[src/rtl/frame_writer_pkg.sv]
// Shared constants and types for the rectangle framebuffer writer.
// Latency: n/a (declarations only).
// Backpressure: n/a.
// Contents: framebuffer geometry constants, FSM state enum, RGB pixel struct.
package frame_writer_pkg;

  localparam int IMG_W  = 256;
  localparam int IMG_H  = 256;
  localparam int ADDR_W = 16;
  localparam int PIX_W  = 24;

  typedef enum logic [1:0] {
    IDLE  = 2'd0,
    WRITE = 2'd1,
    DONE  = 2'd2
  } fw_state_t;

  typedef struct packed {
    logic [7:0] r;
    logic [7:0] g;
    logic [7:0] b;
  } pixel_t;

endpackage

[src/rtl/rect_addr_gen.sv]
// Raster address generator for one rectangle: walks columns, then rows.
// Latency: addr/last are combinational from the current position; load/step act at the clock edge.
// Backpressure: advances only when step is high, so the caller gates it with the pixel handshake.
// Ports: clk, rst (sync, active-high); load + x/y/w/h start a rectangle; step advances one pixel;
//        addr is the current pixel address, last_col flags the row end, last flags the final pixel.
module rect_addr_gen #(
  parameter int IMG_W  = 256,
  parameter int ADDR_W = 16
) (
  input  logic              clk,
  input  logic              rst,
  input  logic              load,
  input  logic              step,
  input  logic [7:0]        x,
  input  logic [7:0]        y,
  input  logic [8:0]        w,
  input  logic [8:0]        h,
  output logic [ADDR_W-1:0] addr,
  output logic              last_col,
  output logic              last
);

  localparam int X_W = $clog2(IMG_W);

  logic [7:0]        x0;
  logic [8:0]        w_q;
  logic [8:0]        h_q;
  logic [7:0]        cur_x;
  logic [8:0]        col;
  logic [8:0]        row;
  logic [ADDR_W-1:0] row_base;

  // Width is a power of two, so the row base is just y shifted up.
  always_ff @(posedge clk) begin
    if (rst) begin
      x0       <= '0;
      w_q      <= '0;
      h_q      <= '0;
      cur_x    <= '0;
      col      <= '0;
      row      <= '0;
      row_base <= '0;
    end else if (load) begin
      x0       <= x;
      w_q      <= w;
      h_q      <= h;
      cur_x    <= x;
      col      <= '0;
      row      <= '0;
      row_base <= ADDR_W'(y) << X_W;
    end else if (step) begin
      if (last_col) begin
        // Stepping past the final pixel moves to a row that is never used.
        cur_x    <= x0;
        col      <= '0;
        row      <= row + 9'd1;
        row_base <= row_base + ADDR_W'(IMG_W);
      end else begin
        cur_x <= cur_x + 8'd1;
        col   <= col + 9'd1;
      end
    end
  end

  // w_q/h_q are at least 1 for any accepted command, so the -1 never underflows in use.
  assign last_col = (col == w_q - 9'd1);
  assign last     = last_col && (row == h_q - 9'd1);
  assign addr     = row_base + ADDR_W'(cur_x);

endmodule

[src/rtl/frame_writer.sv]
// Rectangle pixel writer: accepts a rectangle command, then writes streamed pixels in raster order.
// Latency: command accepted at edge N -> pix_ready at N+1; pixel at edge N -> write strobe during N+1.
// Backpressure: cmd_ready only in IDLE, pix_ready only in WRITE; pix_valid low simply stalls the raster.
// Ports: clk, rst (sync, active-high); cmd_* rectangle command; pix_* pixel stream; abort cancels;
//        wr_en/wr_addr/wr_data framebuffer write port; busy, done (pulse), err (pulse, rejected command).
module frame_writer #(
  parameter int IMG_W  = frame_writer_pkg::IMG_W,
  parameter int IMG_H  = frame_writer_pkg::IMG_H,
  parameter int ADDR_W = frame_writer_pkg::ADDR_W,
  parameter int PIX_W  = frame_writer_pkg::PIX_W
) (
  input  logic              clk,
  input  logic              rst,
  input  logic              cmd_valid,
  output logic              cmd_ready,
  input  logic [7:0]        cmd_x,
  input  logic [7:0]        cmd_y,
  input  logic [8:0]        cmd_w,
  input  logic [8:0]        cmd_h,
  input  logic              pix_valid,
  output logic              pix_ready,
  input  logic [PIX_W-1:0]  pix_data,
  input  logic              abort,
  output logic              wr_en,
  output logic [ADDR_W-1:0] wr_addr,
  output logic [PIX_W-1:0]  wr_data,
  output logic              busy,
  output logic              done,
  output logic              err
);

  import frame_writer_pkg::*;

  fw_state_t         state;
  fw_state_t         state_nxt;
  logic              load;
  logic              step;
  logic              legal;
  logic              gen_last;
  logic              gen_last_col;
  logic [ADDR_W-1:0] gen_addr;
  logic [9:0]        sum_x;
  logic [9:0]        sum_y;

  // 10-bit sums so x+w cannot wrap even for out-of-range widths up to 511.
  assign sum_x = {2'b00, cmd_x} + {1'b0, cmd_w};
  assign sum_y = {2'b00, cmd_y} + {1'b0, cmd_h};
  assign legal = (cmd_w != 9'd0) && (cmd_h != 9'd0) &&
                 (sum_x <= 10'(IMG_W)) && (sum_y <= 10'(IMG_H));

  rect_addr_gen #(
    .IMG_W  (IMG_W),
    .ADDR_W (ADDR_W)
  ) u_addr_gen (
    .clk      (clk),
    .rst      (rst),
    .load     (load),
    .step     (step),
    .x        (cmd_x),
    .y        (cmd_y),
    .w        (cmd_w),
    .h        (cmd_h),
    .addr     (gen_addr),
    .last_col (gen_last_col),
    .last     (gen_last)
  );

  always_ff @(posedge clk) begin
    if (rst) begin
      state <= IDLE;
    end else begin
      state <= state_nxt;
    end
  end

  always_comb begin
    state_nxt = state;
    cmd_ready = 1'b0;
    pix_ready = 1'b0;
    load      = 1'b0;
    step      = 1'b0;
    case (state)
      IDLE: begin
        cmd_ready = 1'b1;
        if (cmd_valid && legal) begin
          load      = 1'b1;
          state_nxt = WRITE;
        end
      end
      WRITE: begin
        pix_ready = 1'b1;
        step      = pix_valid;
        // Abort wins over completion: a final pixel arriving with abort is written, but no done.
        if (abort) begin
          state_nxt = IDLE;
        end else if (pix_valid && gen_last) begin
          state_nxt = DONE;
        end
      end
      DONE: begin
        state_nxt = IDLE;
      end
      default: begin
        state_nxt = IDLE;
      end
    endcase
    // Hold off both handshakes while reset is asserted so nothing is accepted or written.
    if (rst) begin
      cmd_ready = 1'b0;
      pix_ready = 1'b0;
      load      = 1'b0;
      step      = 1'b0;
    end
  end

  assign busy = (state != IDLE);
  assign done = (state == DONE);

  always_ff @(posedge clk) begin
    if (rst) begin
      wr_en   <= 1'b0;
      wr_addr <= '0;
      wr_data <= '0;
      err     <= 1'b0;
    end else begin
      wr_en <= step;
      if (step) begin
        wr_addr <= gen_addr;
        wr_data <= pix_data;
      end
      err <= cmd_ready && cmd_valid && !legal;
    end
  end

endmodule

[config.mk]
export PLATFORM = sky130hd
export DESIGN_NAME = frame_writer
export DESIGN_NICKNAME = d
export VERILOG_FILES = /design/src/rtl/frame_writer_pkg.sv /design/src/rtl/rect_addr_gen.sv /design/src/rtl/frame_writer.sv
export SDC_FILE = /design/constraint.sdc
export NUM_CORES = 1
export LEC_CHECK = 0
export ABC_AREA = 1
export CAP_MARGIN = 20
export CORE_MARGIN = 10
export CORE_UTILIZATION = 57
export CTS_BUF_LIST = sky130_fd_sc_hd__clkbuf_16
export CTS_CLUSTER_DIAMETER = 80
export DETAILED_ROUTE_END_ITERATION = 10
export GPL_ROUTABILITY_DRIVEN = 0
export PLACE_DENSITY_LB_ADDON = 0.05
export SLEW_MARGIN = 15
export SYNTH_ARGS = -nofsm -noshare
export SYNTH_HDL_FRONTEND = slang
export SYNTH_SLANG_ARGS = --single-unit
[constraint.sdc]
create_clock -name clk -period 3.7 [get_ports clk]
set_input_delay 0.37 -clock clk [delete_from_list [all_inputs] [get_ports clk]]
set_output_delay 0.37 -clock clk [all_outputs]
set_load 0.05 [all_outputs]
==> flow_summary.json <==
{
  "post_cts_buffers": 0,
  "utilization_pct": 72.8,
  "clk_latency_ns": 0.35,
  "initial_core_util_pct": 58.3,
  "finalSetupTns_ns": 0,
  "yosys.area.top_type": "dfxtp_1",
  "fin_cells": 1130,
  "ir_drop_mv": 0.310,
  "drv_slew": 0,
  "start_kind": "primary input",
  "finalCriticalPeriod_ns": 3.03,
  "synth_compound_area_share_pct": 5.39,
  "antenna_cells": 0,
  "arrival_ns": 3.27,
  "vias": 6076,
  "netlist_instances": 891,
  "max_freq_mhz": 330,
  "grt_usage_pct": 22.8,
  "io_pins": 109,
  "end_kind": "flop",
  "finalCritPeriodShare_pct": 82.0,
  "max_stage_delay_ns": 0.51,
  "yosysWarnings": 0,
  "synth_edf_count": 0,
  "synth-simple-area-share_pct": 39.9,
  "cts_tree": "yes",
  "antenna_found_initial": 0,
  "synth_nets": 978,
  "synth_fa_ha_area_share_pct": 5.26,
  "routed_wl_um": 17000,
  "drc": 0,
  "synth_top_family_by_area": "simple AND/OR/NAND/NOR gates",
  "die_h_um": 123,
  "dp_hpwl_um": 13100,
  "io_buffers": 108,
  "die_w_um": 123,
  "cp_common_cell": "nor2_1",
  "reg2reg_slack_ns": 0.99,
  "ys_top_cells_by_count": "nand2_1, nand3_1, dfxtp_1",
  "rows": 37,
  "synthMuxAreaShare_pct": 0,
  "synth_cell_types": 36,
  "post_cts_resized": 0,
  "maxSlewHeadroom_pct": 51.9,
  "clk_pin_slew_ns": 0.07,
  "viasPerCell": 5.38,
  "yosysSeqAreaShare_pct": 34.7,
  "power_mw": 2.65,
  "fin_nets": 1076,
  "grt_pass1_wl_um": 28000,
  "p_leak_nw": 3.44,
  "clockRootBuffer": "clkbuf_16",
  "grt_pass1_vias": 5754,
  "overflow": 0,
  "wl_per_cell_um": 15.0,
  "crit_chain": "clkdlybuf4s50_1, ha_1, fa_1, nor2_1, nand3_1, a21oi_1, nand3_1, nor2_1, nand2_1, nand2_2, and3_2, nand3_4, nand2_2, nor2_1",
  "critical-path-top-delay-family": "simple AND/OR/NAND/NOR gates",
  "drtAntennaViolNets": 0,
  "drt_iter0_markers": 496,
  "status": "completed",
  "grt_max_degree": 72,
  "critPathRequiredTime_ns": 3.94,
  "syn_avg_cell_area_um2": 6.73,
  "cpMaxStageDelayCell": "clkdlybuf4s50_1",
  "path_max_fanout": 28,
  "clockBufferDepth": 2,
  "finClkSkew_ns": 0.00625,
  "synthTopCellsByArea": "dfxtp_1, nand2_1, nand3_1",
  "cts_inserted_buffers": 9,
  "crit_type": "primary input to flop",
  "synth-seq-cells": 104,
  "async_flop_share_pct": 0,
  "area_growth_syn_to_layout_pct": 24.8,
  "timing.final.hold_violations": 0,
  "htreeDepth": 3,
  "synth_top_area_share_pct": 34.7,
  "syn-cell-area_um2": 5990,
  "power_density_nw_per_um2": 355,
  "hold-worst-slack_ns": 0.465,
  "setup_viol": 0,
  "design.core.area_um2": 10300,
  "synth_ff_type": "dfxtp_1",
  "firstDrtPassIters": 6,
  "synth_xor_area_share_pct": 7.45,
  "die_area_um2": 15000,
  "cp_num_buf_inv": 1,
  "dp.cells": 1114,
  "hold_buffers": 0,
  "hp-class": "flop to flop",
  "cts_sinks": 104,
  "yosysMostFrequentCell": "nand2_1",
  "fillers": 855,
  "grt_setup_unrepaired": "no",
  "cap_violations": 0,
  "worstMarginPinSlew_ns": 0.721,
  "drive_above_1_share_pct": 4.43
}
-- tightest hold or removal path, cell delays in order, from the launching register on --
cell and delay, ns:
dfxtp_1 0.31, nand3_1 0.07, nand2_1 0.04
-- per-layer routing --
metal  vias up  global-route usage, %  wire length (µm)
li1       3071                      -                 -
met1      2745                   29.9              7320
met2       232                   36.0              7900
met3        28                   5.83              1470
met4         0                   7.44               309
met5         -                      0                 0
-- registers in the layout, summed over array words and instances (netlist names) --
name                 cells
err                      1
state                    2
u_addr_gen.col           9
u_addr_gen.cur_x         8
u_addr_gen.h_q           9
u_addr_gen.row           9
u_addr_gen.row_base      8
u_addr_gen.w_q           9
u_addr_gen.x0            8
wr_addr                 16
wr_data                 24
wr_en                    1
-- worst paths after layout --
| check | start | cells after the start | endpoint |
|---|---|---|---|
| worst max-delay path | cmd_h[0] | 14 | u_addr_gen.row[7]$_SDFFE_PP0P_ |
| worst min-delay path | wr_data[23]$_SDFFE_PP0P_ | 2 | wr_data[23]$_SDFFE_PP0P_ |
| worst max register to register | u_addr_gen.w_q[0]$_SDFFE_PP0P_ | 11 | u_addr_gen.row[2]$_SDFFE_PP0P_ |
| worst min register to register | wr_data[23]$_SDFFE_PP0P_ | 2 | wr_data[23]$_SDFFE_PP0P_ |
-- cell type report --
type	instances	area (µm²)	share of cell area, %
Timing Repair Buffer	115	1130	15.2
Inverter	85	320	4.28
Tap cell	136	170	2.27
Sequential cell	104	2080	27.8
Clock inverter	7	70.1	0.937
Clock buffer	9	225	3.01
Multi-Input combinational cell	674	3480	46.5
-- report_power, final --
group	switching [mW]	internal [mW]	total, mW	leakage, nW
combinational	0.315	0.205	0.519	2.45
clock	0.439	0.526	0.965	0.147
sequential	0.0233	1.15	1.17	0.840
-- logic make-up after synthesis --
family                     after synthesis
xor gates and xnor gates                51
adders and majority gates               24
DFF                                    104
buffers and inverters                  113
and+or+nand+nor                        541
AOI/OAI and AO/OA                       58
-- through the flow --
stage               setup WS [ns]  instance area, µm²
floorplan                    1.18                5990
global placement            0.394                7190
detailed placement          0.318                7190
CTS                         0.684                7480
global route                0.406                7480
finish                      0.667                7480
-- cells in the final DEF, fill, tap and decap left out, types with 22 or more instances in the layout --
cell,netlist,routed
xnor2_1,22,22
o21ai_0,24,24
inv_1,82,83
dfxtp_1,104,104
nand2_1,238,237
ha_1,22,22
nand3_1,146,146
clkdlybuf4s50_1,0,108
xor2_1,29,29
nor2_1,103,103
No activity file was read; power rests on OpenSTA's default activity.
